==> src/rtl/display_scanner.sv <==
// Time-multiplexed scanner for a bank of common-anode 7-segment digits.
// Presents one nibble per slot to a registered hex converter and drives aligned active-low enables.
module display_scanner #(
    parameter int NUM_DIGITS  = 4,
    parameter int REFRESH_DIV = 50000
) (
    input  logic                    clk,
    input  logic                    rst_n,
    input  logic                    load,
    input  logic [4*NUM_DIGITS-1:0] valor,
    input  logic                    blank_zeros,
    output logic [3:0]              dado,
    output logic [NUM_DIGITS-1:0]   digit_en,
    output logic                    frame_start
);

    localparam int IDX_W = (NUM_DIGITS > 1) ? $clog2(NUM_DIGITS) : 1;
    localparam int PRE_W = $clog2(REFRESH_DIV);
    localparam logic [IDX_W-1:0] LAST_IDX = IDX_W'(NUM_DIGITS - 1);
    localparam logic [PRE_W-1:0] LAST_PRE = PRE_W'(REFRESH_DIV - 1);

    logic [PRE_W-1:0]        prescaler;
    logic [IDX_W-1:0]        index;
    logic [4*NUM_DIGITS-1:0] shadow;
    logic [4*NUM_DIGITS-1:0] pending;
    logic                    pending_valid;
    logic                    tick;
    logic                    wrap;
    logic [NUM_DIGITS-1:0]   lit;
    logic [NUM_DIGITS-1:0]   en_next;

    assign tick = (prescaler == LAST_PRE);
    assign wrap = tick && (index == LAST_IDX);

    always_ff @(posedge clk or negedge rst_n) begin
        if (!rst_n) begin
            prescaler <= '0;
        end else if (tick) begin
            prescaler <= '0;
        end else begin
            prescaler <= prescaler + 1'b1;
        end
    end

    always_ff @(posedge clk or negedge rst_n) begin
        if (!rst_n) begin
            index <= '0;
        end else if (wrap) begin
            index <= '0;
        end else if (tick) begin
            index <= index + 1'b1;
        end
    end

    always_ff @(posedge clk or negedge rst_n) begin
        if (!rst_n) begin
            frame_start <= 1'b0;
        end else begin
            frame_start <= wrap;
        end
    end

    // Shadow only moves at the frame boundary so a frame is never a mix of two values.
    // A load in the wrap cycle lands in pending and waits for the following frame.
    always_ff @(posedge clk or negedge rst_n) begin
        if (!rst_n) begin
            shadow        <= '0;
            pending       <= '0;
            pending_valid <= 1'b0;
        end else begin
            if (wrap && pending_valid) begin
                shadow        <= pending;
                pending_valid <= 1'b0;
            end
            if (load) begin
                pending       <= valor;
                pending_valid <= 1'b1;
            end
        end
    end

    always_comb begin
        dado = '0;
        for (int i = 0; i < NUM_DIGITS; i++) begin
            if (index == IDX_W'(i)) begin
                dado = shadow[4*i +: 4];
            end
        end
    end

    // Walk down from the most significant digit; a digit stays dark while everything
    // at and above it is zero. Digit 0 always lights so a zero value still shows "0".
    always_comb begin
        logic all_zero_above;
        all_zero_above = 1'b1;
        lit            = '1;
        for (int i = NUM_DIGITS - 1; i >= 0; i--) begin
            all_zero_above = all_zero_above && (shadow[4*i +: 4] == 4'h0);
            if (i != 0) begin
                lit[i] = !(blank_zeros && all_zero_above);
            end
        end
    end

    always_comb begin
        en_next = '1;
        for (int i = 0; i < NUM_DIGITS; i++) begin
            if ((index == IDX_W'(i)) && lit[i]) begin
                en_next[i] = 1'b0;
            end
        end
    end

    // One-cycle delay matches the converter's output register.
    always_ff @(posedge clk or negedge rst_n) begin
        if (!rst_n) begin
            digit_en <= '1;
        end else begin
            digit_en <= en_next;
        end
    end

endmodule

==> config.mk <==
export PLATFORM = sky130hd
export DESIGN_NAME = display_scanner
export DESIGN_NICKNAME = d
export VERILOG_FILES = /design/src/rtl/display_scanner.sv
export SDC_FILE = /design/constraint.sdc
export NUM_CORES = 1
export LEC_CHECK = 0
export BUFFER_PORTS_ARGS = -buffer_cell sky130_fd_sc_hd__clkbuf_2
export CORE_ASPECT_RATIO = 1.5
export CORE_MARGIN = 4
export CORE_UTILIZATION = 52
export CTS_CLUSTER_DIAMETER = 40
export DETAILED_ROUTE_END_ITERATION = 10
export GPL_ROUTABILITY_DRIVEN = 0
export PLACE_DENSITY = 0.79
export SLEW_MARGIN = 20
export SYNTH_ARGS = -nofsm -noshare
export SYNTH_HDL_FRONTEND = slang
export SYNTH_SLANG_ARGS = --single-unit
==> constraint.sdc <==
create_clock -name clk -period 2.21 [get_ports clk]
set_input_delay 0.1105 -clock clk [delete_from_list [all_inputs] [get_ports clk]]
set_output_delay 0.1105 -clock clk [all_outputs]
set_load 0.05 [all_outputs]
; Word level (Yosys, flattened, before mapping)
; Cells that the tools add are included.
[word_totals]
reg_bits = 56
inputBits = 20
out_inout_bits = 9
wordCells = 45
[classes]
n_addsub = 2
n_eq_ne = 4
n_mux = 13
reduce_logical = 19
[op_table]
columns = operator, n
row1 = 16-bit by 1-bit adder with 16-bit output (second input constant), 1
row2 = 16-bit equality test (second input constant), 1
row3 = 16-bit 2-to-1 mux, 1
row4 = 4-bit 2-to-1 mux, 4
row5 = 4-bit logical NOT, 3
row6 = 1-bit logical AND, 10
row7 = 1-bit 2-to-1 mux, 6
row8 = 2-bit equality test (second input constant), 2
row9 = 2-bit 2-to-1 mux, 2
row10 = 2-bit nonzero test, 2
row11 = 1-bit logical NOT, 3
row12 = 2-bit by 1-bit adder with 2-bit output (second input constant), 1
row13 = 2-bit by 1-bit equality test with 1-bit output (second input constant), 1
row14 = 2-bit logical NOT, 1

; Depth between registers and ports, before layout
[depth]
ltp_word = 7
ltp_mapped = 7
ltp_nobuf = 6

; Worst setup path before layout
; OpenSTA, ideal clock, no wires.
[synth_path]
path_type = register to output
start = register index[0]
end = output port dado[3]
arrival_ns = 2.100
t_required_ns = 2.099
slack_ns = 0.000
path_stages_with_launch = 6
n_path_buf = 0
path_cell_list = dfrtp_1 ha_1 nand3b_1 a21oi_1 a21oi_1 o21ai_0
[synth_between]
elab_chain_cells = 5
elab_cells_between_ends = 8
cone_classes = eq/ne: 3 / mux: 4 / reduce/logical: 1
[synth_rtl]
columns = item, line
row1 = "start, declared", 23  ; logic [IDX_W-1:0] index;
row2 = "start signal, assigned", 51  ; index <= index + 1'b1;
row3 = 2-bit logical NOT, 85  ; if (index == IDX_W'(i)) begin
row4 = 4-bit 2-to-1 mux (3 in a row), 85
row5 = 4-bit 2-to-1 mux (*), 85
row6 = "end, declared", 12  ; output logic [3:0] dado,
; Mark *: on every way between the ends. The rest lies on a longest branch, timed or not.

; Worst setup path in the final report
[layout_path]
start = register prescaler[10]
end = register shadow[1]
[layout_between]
elab_chain_cells = 3
[layout_rtl]
columns = item, line
row1 = "start, declared", 22  ; logic [PRE_W-1:0] prescaler;
row2 = "start signal, assigned", 41  ; prescaler <= prescaler + 1'b1;
row3 = 16-bit equality test, 32  ; assign tick = (prescaler == LAST_PRE);
row4 = 1-bit logical AND, 33  ; assign wrap = tick && (index == LAST_IDX);
row5 = 1-bit logical AND, 71  ; if (wrap && pending_valid) begin
row6 = "end signal, assigned", 72  ; shadow <= pending;
row7 = "end, declared", 24  ; logic [4*NUM_DIGITS-1:0] shadow;
; Every way passes these cells.
; A chain may end at the register's enable or synchronous reset.

==> flow_metrics.py <==
metrics = {
    "synth": {
        "ys_seq_elements": 56,
        "syn-num-nets": 222,
        "yosysTopAreaCell": "dfrtp_1",
        "syn_inst": 197,
        "synthTopCellsByArea": "dfrtp_1 52%, mux2_2 10%, mux2_4 6.0%, dfstp_2 4.2%, nand2_1 2.7%",
        "synth.distinct_cells": 30,
        "synth_top_area_share_pct": 52.4,
        "avgSynthCellArea_um2": 12.6,
        "yosysSeqAreaShare_pct": 56.6,
        "synth.cell_area_um2": 2480,
        "ys_warn_count": 0,
    },
    "clock_tree": {
        "clock_sinks": 56,
        "htreeDepth": 2,
        "clk_pin_slew_ps": 100,
        "clk_latency_ps": 300,
        "ctsRootBufferMaster": "clkbuf_8",
        "cts_tree": "built",
        "numCtsBuffers": 5,
        "cts_buffer_depth": 2,
    },
    "timing": {
        "worst_slew_pin_slew_ps": 681,
        "period_needed_ps": 2110,
        "fin_crit_sh_pct": 95.7,
        "finalHoldViolations": 0,
        "setup_ws_ps": 96.0,
        "setup_tns_ps": 0,
        "rsz0062_at_grt": "false",
        "slew_headroom_pct": 54.6,
        "finalMaxSlewViolations": 0,
        "max_freq_ghz": 0.473,
        "finalSetupViolCount": 0,
        "clock_skew_ps": 10.6,
    },
    "placed_design": {
        "place_area_um2": 2710,
        "post-place-ws_ps": 115,
        "hpwl_um": 3000,
        "portBuffers": 28,
    },
    "global_route": {
        "grt_pass1_wl_um": 7380,
        "grt_pass1_vias": 1620,
        "grt_max_degree": 57,
        "antenna_found_initial": 0,
        "globalRouteOverflowTotal": 0,
        "grt.total_usage_pct": 16.0,
    },
    "die": {
        "start_util_pct": 54.3,
        "core-area_um2": 4580,
        "io_pins": 29,
        "std_cell_rows": 30,
        "die-area_um2": 5970,
        "die_y_um": 92.7,
        "die_x_um": 64.4,
    },
    "flow_run": {
        "cap_violations": 0,
    },
    "cells_and_area": {
        "drive_gt1_share_pct": 34.8,
        "diodes": 0,
        "area_delta_synth_final_pct": 16.5,
        "layout.nets": 257,
        "fin_area_um2": 2890,
    },
    "critical_path": {
        "critPathMaxFanout": 12,
        "end_kind": "flip-flop",
        "crit_path_start_kind": "flip-flop",
        "worst-setup-path-type": "flip-flop to flip-flop",
        "crit_arrival_ps": 2300,
        "worstPathRequired_ps": 2400,
    },
    "power_and_ir_drop": {
        "power_leakage_uw": 0.00136,
        "p_per_area_nw_per_um2": 701,
        "peakVddDrop_mv": 0.426,
    },
    "drt": {
        "vias": 1599,
        "viasPerCell": 5.38,
        "drc": 0,
        "dr.pass1.iters": 4,
        "totalWireLength_um": 4240,
        "wire_per_inst_um": 14.3,
        "drt_iter0_drc": 173,
        "ant_nets": 0,
    },
    "worst_hold_path": {
        "min_path_type": "input port to flip-flop",
    },
    "outcome": {
        "status": "finished clean",
    },
}
==> path summary, 6_finish.rpt <==
kind | from | to | slack (ps) | depth (start not counted)
hold reg to reg | prescaler[0] | prescaler[0] | 480 | 1
max in group asynchronous | rst_n | shadow[15] | 1270 | 3
setup reg to reg | prescaler[10] | shadow[1] | 100 | 5
setup / recovery | prescaler[10] | shadow[1] | 100 | 5
hold / removal | valor[7] | pending[7] | 30 | 2
min in group asynchronous | rst_n | pending[5] | 470 | 3
==> placed cells by master (no fill, tap or decap), types with 5 or more instances in the layout <==
cell	n
o21ai_0	7
clkbuf_8	5
ha_1	5
inv_1	5
xnor2_1	5
xor2_1	7
mux2_2	22
buf_4	6
nand3_1	7
nand2_1	18
mux2_4	10
a21oi_1	9
nor2_1	10
dfrtp_1	52
clkbuf_2	26
==> power by group <==
group / switching [uW] / total [uW] / internal [uW]
Combinational: 37.1 / 79.1 / 42.0
Sequential: 16.9 / 1070 / 1050
Clock: 314 / 880 / 566
==> logic make-up after synthesis <==
group                      share of synthesized area [%]
and+or+nand+nor                                     13.5
DFF                                                 56.6
muxes                                               16.0
AOI/OAI and AO/OA                                   4.03
buffers and inverters                               3.07
xor gates and xnor gates                            4.23
adders and majority gates                           2.52
==> per-stage QoR <==
stage               instances  total power, uW  hold slack, ps  util, %
floorplan                 197             1120            -185        -
global placement          287             1170             278     59.2
detailed placement        287             1170             286     59.2
CTS                       297             2060            23.0     63.1
global route              297             2110            12.4     63.2
finish                    297             2030            28.5     63.2
==> timing repair <==
item / in CTS / in global routing
setup endpoints to repair: 0 / 2
resized for setup: 0 / 3
endpoints found under the hold margin: 53 / 0
buffers inserted: 0 / 0
hold buffers: 2 / 0
==> cell usage after synthesis <==
cell / number
clkbuf_1: 6
or4bb_1: 1
or4b_4: 1
nand4bb_1: 1
a21o_1: 1
mux2_2: 22
nand3b_1: 4
buf_6: 1
o31ai_1: 1
dfrtp_1: 52
and4_1: 2
dfstp_2: 4
a21oi_1: 9
buf_1: 1
o21ai_0: 8
mux2_4: 10
buf_12: 1
nand4_1: 3
xnor2_1: 5
and3_1: 4
nand3_1: 7
or4_1: 3
inv_1: 5
xor2_1: 7
nor2_1: 10
nor2b_1: 1
nor4_4: 1
nor4_1: 3
nand2_1: 18
ha_1: 5
==> worst max-delay path, cell delays in order (launching register included) <==
cell and delay (ps):
dfrtp_1 410, or4b_4 540, nor4_4 270, and3_1 270
buf_12 170, mux2_2 330
==> sequential cells by signal, indices dropped and copies added, names as in the netlist <==
name / count
frame_start: 1
digit_en: 4
shadow: 16
prescaler: 16
pending: 16
index: 2
pending_valid: 1
==> final cells by class <==
class	count	area, um2
fillers	359	1690
flip-flops and latches	56	1410
multi-input cells	127	1000
repair buffers	37	228
clock inverters	3	90.1
well taps	64	80.1
clock buffers	5	68.8
inverters	5	18.8
==> metal layers <==
metal  track usage (%)  vias up  wire length, um
li1                  -      763                -
met1              18.8      796             1740
met2              27.5       31             2250
met3              3.28        9              133
met4              7.58        0              110
met5                 0        -                0
No activity file was read; power rests on OpenSTA's default activity.
